File: src/rtl/csc_rd_if.sv
// csc_rd_if: descriptor (S_*) and element stream (e_*) handshake bundle
// for the csc_rd circulant-matrix reader. MAT_RANK must match the attached
// csc_rd instance.
interface csc_rd_if #(
    parameter int unsigned MAT_RANK = 256
);
    localparam int unsigned IDXW = $clog2(MAT_RANK);

    // descriptor side
    logic [4*IDXW-1:0] Scol_index;
    logic [31:0]       S_val_i0;
    logic [31:0]       S_val_i1;
    logic [31:0]       S_val_i2;
    logic [31:0]       S_val_i3;
    logic [31:0]       S_val_r0;
    logic [31:0]       S_val_r1;
    logic [31:0]       S_val_r2;
    logic [31:0]       S_val_r3;
    logic [2:0]        S_nnz;
    logic              S_vld;
    logic              S_rdy;

    // element stream side
    logic [IDXW-1:0]   e_row;
    logic [IDXW-1:0]   e_col;
    logic [31:0]       e_val_i;
    logic [31:0]       e_val_r;
    logic              e_last_row;
    logic              e_last;
    logic              e_vld;
    logic              e_rdy;

    // producer of descriptors / consumer of elements
    modport master (
        output Scol_index, S_val_i0, S_val_i1, S_val_i2, S_val_i3,
               S_val_r0, S_val_r1, S_val_r2, S_val_r3, S_nnz, S_vld, e_rdy,
        input  S_rdy, e_row, e_col, e_val_i, e_val_r, e_last_row, e_last, e_vld
    );

    // the reader itself
    modport slave (
        input  Scol_index, S_val_i0, S_val_i1, S_val_i2, S_val_i3,
               S_val_r0, S_val_r1, S_val_r2, S_val_r3, S_nnz, S_vld, e_rdy,
        output S_rdy, e_row, e_col, e_val_i, e_val_r, e_last_row, e_last, e_vld
    );
endinterface

File: src/rtl/csc_rd.sv
// csc_rd: expands a circulant sparse-matrix descriptor (row-0 columns and
// up to four complex values) into a row-major element stream, nnz elements
// per row for MAT_RANK rows, with valid/ready flow control.
// Optional macro CSC_RD_HERM_EN: emit the Hermitian transpose instead
// (row/col swapped, imaginary part negated with saturation).
module csc_rd #(
    parameter int unsigned MAT_RANK = 256
) (
    input logic     clk,
    input logic     rst_n,
    csc_rd_if.slave bus
);
    localparam int unsigned IDXW = $clog2(MAT_RANK);

    typedef enum logic {
        IDLE,
        EMIT
    } state_t;

    state_t                 state_q, state_d;
    logic                   alive_q;
    logic [IDXW-1:0]        r_q, r_d;
    logic [1:0]             k_q, k_d;
    logic [2:0]             nnz_q, nnz_d;
    logic [3:0][IDXW-1:0]   col_q, col_d;
    logic [3:0][31:0]       vr_q, vr_d;
    logic [3:0][31:0]       vi_q, vi_d;

    logic                   s_rdy;
    logic                   last_row;
    logic                   last_mat;
    logic [IDXW-1:0]        s_row;
    logic [IDXW-1:0]        s_col;
    logic [31:0]            s_vi;

    function automatic logic [2:0] clamp_nnz(input logic [2:0] n);
        if (n < 3'd2) return 3'd2;
        if (n > 3'd4) return 3'd4;
        return n;
    endfunction

    // alive_q holds S_rdy low until the first clock edge after reset release
    assign s_rdy    = alive_q && (state_q == IDLE);
    assign last_row = (state_q == EMIT) && ({1'b0, k_q} == (nnz_q - 3'd1));
    assign last_mat = last_row && (r_q == '1);
    assign s_row    = r_q;
    assign s_col    = col_q[k_q] + r_q;
    assign s_vi     = vi_q[k_q];

    assign bus.S_rdy      = s_rdy;
    assign bus.e_vld      = (state_q == EMIT);
    assign bus.e_last_row = last_row;
    assign bus.e_last     = last_mat;
    assign bus.e_val_r    = vr_q[k_q];
`ifdef CSC_RD_HERM_EN
    assign bus.e_row      = s_col;
    assign bus.e_col      = s_row;
    assign bus.e_val_i    = (s_vi == 32'h8000_0000) ? 32'h7FFF_FFFF : (32'd0 - s_vi);
`else
    assign bus.e_row      = s_row;
    assign bus.e_col      = s_col;
    assign bus.e_val_i    = s_vi;
`endif

    // next-state: capture descriptor in IDLE, walk (r,k) on each accepted element
    always_comb begin
        state_d = state_q;
        r_d     = r_q;
        k_d     = k_q;
        nnz_d   = nnz_q;
        col_d   = col_q;
        vr_d    = vr_q;
        vi_d    = vi_q;
        case (state_q)
            IDLE: begin
                if (bus.S_vld && s_rdy) begin
                    for (int unsigned k = 0; k < 4; k++) begin
                        col_d[k] = bus.Scol_index[k*IDXW +: IDXW];
                    end
                    vr_d    = {bus.S_val_r3, bus.S_val_r2, bus.S_val_r1, bus.S_val_r0};
                    vi_d    = {bus.S_val_i3, bus.S_val_i2, bus.S_val_i1, bus.S_val_i0};
                    nnz_d   = clamp_nnz(bus.S_nnz);
                    r_d     = '0;
                    k_d     = '0;
                    state_d = EMIT;
                end
            end
            EMIT: begin
                if (bus.e_rdy) begin
                    if (last_row) begin
                        k_d = '0;
                        r_d = r_q + 1'b1;
                        if (last_mat) state_d = IDLE;
                    end else begin
                        k_d = k_q + 2'd1;
                    end
                end
            end
            default: state_d = IDLE;
        endcase
    end

    // state and datapath registers, all cleared by asynchronous reset
    always_ff @(posedge clk or negedge rst_n) begin
        if (!rst_n) begin
            state_q <= IDLE;
            alive_q <= 1'b0;
            r_q     <= '0;
            k_q     <= '0;
            nnz_q   <= '0;
            col_q   <= '0;
            vr_q    <= '0;
            vi_q    <= '0;
        end else begin
            state_q <= state_d;
            alive_q <= 1'b1;
            r_q     <= r_d;
            k_q     <= k_d;
            nnz_q   <= nnz_d;
            col_q   <= col_d;
            vr_q    <= vr_d;
            vi_q    <= vi_d;
        end
    end
endmodule

File: src/flat_wrapper.sv
// flat-port wrapper written by rule: the top's interface ports become plain ports
module csc_rd_flat 
#(
    parameter int unsigned MAT_RANK = 256
)
  (clk, rst_n, bus_Scol_index, bus_S_val_i0, bus_S_val_i1, bus_S_val_i2, bus_S_val_i3, bus_S_val_r0, bus_S_val_r1, bus_S_val_r2, bus_S_val_r3, bus_S_nnz, bus_S_vld, bus_e_rdy, bus_S_rdy, bus_e_row, bus_e_col, bus_e_val_i, bus_e_val_r, bus_e_last_row, bus_e_last, bus_e_vld);
  csc_rd_if #(.MAT_RANK(MAT_RANK)) bus_i ();
  input logic clk;
  input logic rst_n;
  input wire logic [$bits(bus_i.Scol_index)-1:0] bus_Scol_index;
  input wire logic [$bits(bus_i.S_val_i0)-1:0] bus_S_val_i0;
  input wire logic [$bits(bus_i.S_val_i1)-1:0] bus_S_val_i1;
  input wire logic [$bits(bus_i.S_val_i2)-1:0] bus_S_val_i2;
  input wire logic [$bits(bus_i.S_val_i3)-1:0] bus_S_val_i3;
  input wire logic [$bits(bus_i.S_val_r0)-1:0] bus_S_val_r0;
  input wire logic [$bits(bus_i.S_val_r1)-1:0] bus_S_val_r1;
  input wire logic [$bits(bus_i.S_val_r2)-1:0] bus_S_val_r2;
  input wire logic [$bits(bus_i.S_val_r3)-1:0] bus_S_val_r3;
  input wire logic [$bits(bus_i.S_nnz)-1:0] bus_S_nnz;
  input wire logic [$bits(bus_i.S_vld)-1:0] bus_S_vld;
  input wire logic [$bits(bus_i.e_rdy)-1:0] bus_e_rdy;
  output wire logic [$bits(bus_i.S_rdy)-1:0] bus_S_rdy;
  output wire logic [$bits(bus_i.e_row)-1:0] bus_e_row;
  output wire logic [$bits(bus_i.e_col)-1:0] bus_e_col;
  output wire logic [$bits(bus_i.e_val_i)-1:0] bus_e_val_i;
  output wire logic [$bits(bus_i.e_val_r)-1:0] bus_e_val_r;
  output wire logic [$bits(bus_i.e_last_row)-1:0] bus_e_last_row;
  output wire logic [$bits(bus_i.e_last)-1:0] bus_e_last;
  output wire logic [$bits(bus_i.e_vld)-1:0] bus_e_vld;
  assign bus_i.Scol_index = bus_Scol_index;
  assign bus_i.S_val_i0 = bus_S_val_i0;
  assign bus_i.S_val_i1 = bus_S_val_i1;
  assign bus_i.S_val_i2 = bus_S_val_i2;
  assign bus_i.S_val_i3 = bus_S_val_i3;
  assign bus_i.S_val_r0 = bus_S_val_r0;
  assign bus_i.S_val_r1 = bus_S_val_r1;
  assign bus_i.S_val_r2 = bus_S_val_r2;
  assign bus_i.S_val_r3 = bus_S_val_r3;
  assign bus_i.S_nnz = bus_S_nnz;
  assign bus_i.S_vld = bus_S_vld;
  assign bus_i.e_rdy = bus_e_rdy;
  assign bus_S_rdy = bus_i.S_rdy;
  assign bus_e_row = bus_i.e_row;
  assign bus_e_col = bus_i.e_col;
  assign bus_e_val_i = bus_i.e_val_i;
  assign bus_e_val_r = bus_i.e_val_r;
  assign bus_e_last_row = bus_i.e_last_row;
  assign bus_e_last = bus_i.e_last;
  assign bus_e_vld = bus_i.e_vld;
  csc_rd #(.MAT_RANK(MAT_RANK)) u_core (.clk(clk), .rst_n(rst_n), .bus(bus_i));
endmodule
File: config.mk
export PLATFORM = sky130hd
export DESIGN_NAME = csc_rd_flat
export DESIGN_NICKNAME = d
export VERILOG_FILES = /design/src/rtl/csc_rd_if.sv /design/src/rtl/csc_rd.sv /design/src/flat_wrapper.sv
export SDC_FILE = /design/constraint.sdc
export NUM_CORES = 1
export LEC_CHECK = 0
export CORE_MARGIN = 4
export CORE_UTILIZATION = 30
export CTS_CLUSTER_DIAMETER = 80
export DETAILED_ROUTE_END_ITERATION = 8
export MAX_ROUTING_LAYER = met4
export PLACE_DENSITY = 0.6
export SETUP_SLACK_MARGIN = 0.1
export SYNTH_ARGS = -nofsm -noshare
export SYNTH_HDL_FRONTEND = slang
export SYNTH_SLANG_ARGS = --single-unit
File: constraint.sdc
create_clock -name clk -period 2.67 [get_ports clk]
set_input_delay 0.267 -clock clk [delete_from_list [all_inputs] [get_ports clk]]
set_output_delay 0.267 -clock clk [all_outputs]
set_load 0.01 [all_outputs]
==> reports/qor.yml, run 1 <==
drt:
  dr.pass1.iters: 5
  wl_per_cell_um: 17.2
  dr_wl_met3_um: 2380
  drt_iter0_drc: 701
  vias: 11179
  wirelength_um: 42700
  top_layer: "met4"
  drt_drc_violations_left: 0
  met2_length_um: 20900
  ant_nets: 0
  wl_met1_um: 18300
  via_per_inst: 4.52
synthesis:
  async_flop_share_pct: 100
  ys_ff_latch: 303
  synthesis.nets: 1739
  ys_seq_area_share_pct: 55.8
  synth_top_cells_by_area: "dfrtp_1 56%, nand2_1 24%, mux4_2 12%"
  synth_top_area_share_pct: 55.8
  netlist_area_um2: 13600
  syn_inst: 1434
  synth_ff_type: "dfrtp_1"
  synth_cell_type_count: 45
  avgSynthCellArea_um2: 9.48
  yosysWarnings: 0
  synth_edf_count: 0
  synth_largest_area_cell: "dfrtp_1"
sta:
  slew_violations: 0
  period_needed_ns: 3.12
  finalCritPeriodShare_pct: 117
  fin_worst_skew_ns: 0.0243
  finalSetupViolCount: 12
  hold_violations: 0
  maxSlewHeadroom_pct: 55.2
  worst_slack_ns: -0.450
  clock.fmax_ghz: 0.321
  setup_tns_ns: -2.42
  worst_pin_slew_ns: 0.672
  holdWs_ns: 0.249
  rsz0062_at_grt: "true"
die:
  rows: 77
  core_region_area_um2: 44500
  fp.dieArea_um2: 48800
  die_h_um: 221
  pin_count: 379
  start_util_pct: 30.5
  die_w_um: 221
placed_design:
  dp_hpwl_um: 29500
  place_area_um2: 18300
  post-place-ws_ns: -0.396
  gp_congestion: 0.803
  io_buffers: 378
  placed_cells: 2369
finish:
  fin_nets: 2152
  fill_cells: 4218
  syn2layout_area_growth_pct: 49.1
  instances_no_fill: 2474
  utilization_pct: 45.5
  finalInstanceArea_um2: 20300
  layout_common_cells: "880 x nand2_1, 303 x clkdlybuf4s50_1, 301 x dfrtp_1, 72 x mux4_2, 46 x buf_4"
  drive_above_1_share_pct: 15.6
  final_common_cell: "nand2_1"
setup_path:
  cp-start-kind: "flop"
  timing.rr.start: "u_core.k_q[0]"
  crit_type: "reg -> out"
  cp-end-kind: "output pin"
  cp_max_fo: 6
  crit_required_ns: 2.40
  worstPathArrival_ns: 2.85
  r2r-end: "u_core.bus.e_row[5]"
  reg2reg_depth: 7
  rrSetupSlack_ns: 0.69
job:
  drv_cap: 0
worst_hold_path:
  min-delay-start: "bus_S_val_i1[31]"
  hp-class: "in -> reg"
  min_path_cells: 3
  holdPathEnd: "u_core.vi_q[63]"
global_routing:
  overflow: 0
  grt_max_degree: 107
  grt_use_total_pct: 17.7
  antenna_found_initial: 9
  grt_pass1_vias: 12152
  grt_pass1_wl_um: 68100
cts:
  cts_root_buf: "clkbuf_16"
  cts_tree: "yes"
  clockBufferDepth: 3
  htree_num_levels: 2
  clkTransAtPathRegs_ns: 0.06
  cts_sinks: 303
  insertion_delay_ns: 0.54
  cts_made_buffers: 39
pwr:
  ir_drop_mv: 0.497
  power_density_nw_per_um2: 1020
  power_mw: 20.7
  p_leak_nw: 10.1
outcome:
  status: "complete, but fails checks"
  failed_checks: "negative setup slack"
[worst max-delay path, stage by stage (launching register included)]
cell and delay [ns]:
dfrtp_4 0.51, buf_12 0.15, mux4_2 0.46, ha_4 0.25, nor2b_1 0.13, o21a_1 0.20, o21a_1 0.22, o311ai_4 0.22
buf_2 0.18
[metal layers]
metal | track usage, % | vias to the layer above
li1 | - | 5404
met4 | 6.16 | 0
met3 | 4.28 | 68
met5 | - | -
met2 | 28.4 | 279
met1 | 22.3 | 5428
[cell type report]
cell class,instances,area (um^2),area share (%)
timing repair buffer,457,4750,23.4
inverter,9,33.8,0.167
clock buffer,51,1100,5.44
multi-input combinational,1037,5820,28.7
sequential,303,7590,37.4
antenna,8,20.0,0.0988
clock inverter,17,216,1.07
tap,592,741,3.65
[cell usage after synthesis (all sizes together) (5+ instances only)]
master  number
nand2      882
dfrtp      303
mux4        72
buf         62
clkbuf      23
ha           9
inv          9
o21ai        9
nand3        5
xnor2        5
[cells by family after synthesis]
logic type	after synthesis	synth area share, %
DFF	303	55.8
other	1	0.0276
adders and majority gates	10	0.976
buffers and inverters	94	3.17
xor gates and xnor gates	8	0.516
muxes	73	12.0
and+or+nand+nor	913	25.8
AOI/OAI and AO/OA	32	1.71
[sequential cells by signal, indices dropped and copies added, names as in the netlist]
signal	count
u_core.vi_q	128
u_core.bus.e_vld	1
u_core.k_q	2
u_core.vr_q	128
u_core.nnz_q	3
u_core.alive_q	1
u_core.bus.e_row	8
u_core.col_q	32
[worst max path at each step]
stage,from,end,slack (ns)
final,u_core.k_q[0],bus_e_col[6],-0.45
after global routing,u_core.k_q[0],bus_e_col[6],-0.58
after CTS,u_core.k_q[0],bus_e_col[6],-0.54
after detailed placement,u_core.k_q[0],bus_e_col[6],-0.40
after global placement,u_core.k_q[0],bus_e_col[6],-0.37
after floorplan,u_core.k_q[0],bus_e_col[6],0.12
[where the power goes]
group          internal [mW]  total (mW)  switching [mW]  leakage, nW
registers               5.86        6.59           0.730         3.81
clock network           3.31        5.35            2.04        0.653
logic                   4.84        8.73            3.89         5.64
[timing repair]
| action | in CTS | in global routing |
|---|---|---|
| resized for setup | 181 | 102 |
| pin swaps | 6 | 8 |
| setup endpoints to repair | 74 | 72 |
| setup buffers | 9 | 20 |
| hold buffers | 1 | 0 |
| gates cloned | 2 | 3 |
| endpoints found under the hold margin | 66 | 0 |
Power figures use the tool's default switching activity.
==> inputs of run 2 (changes only) <==
PLACE_DENSITY = default   (was 0.6)
==> results of run 2 <==
The final DEF is identical to that of run 1; final timing and power are the same.
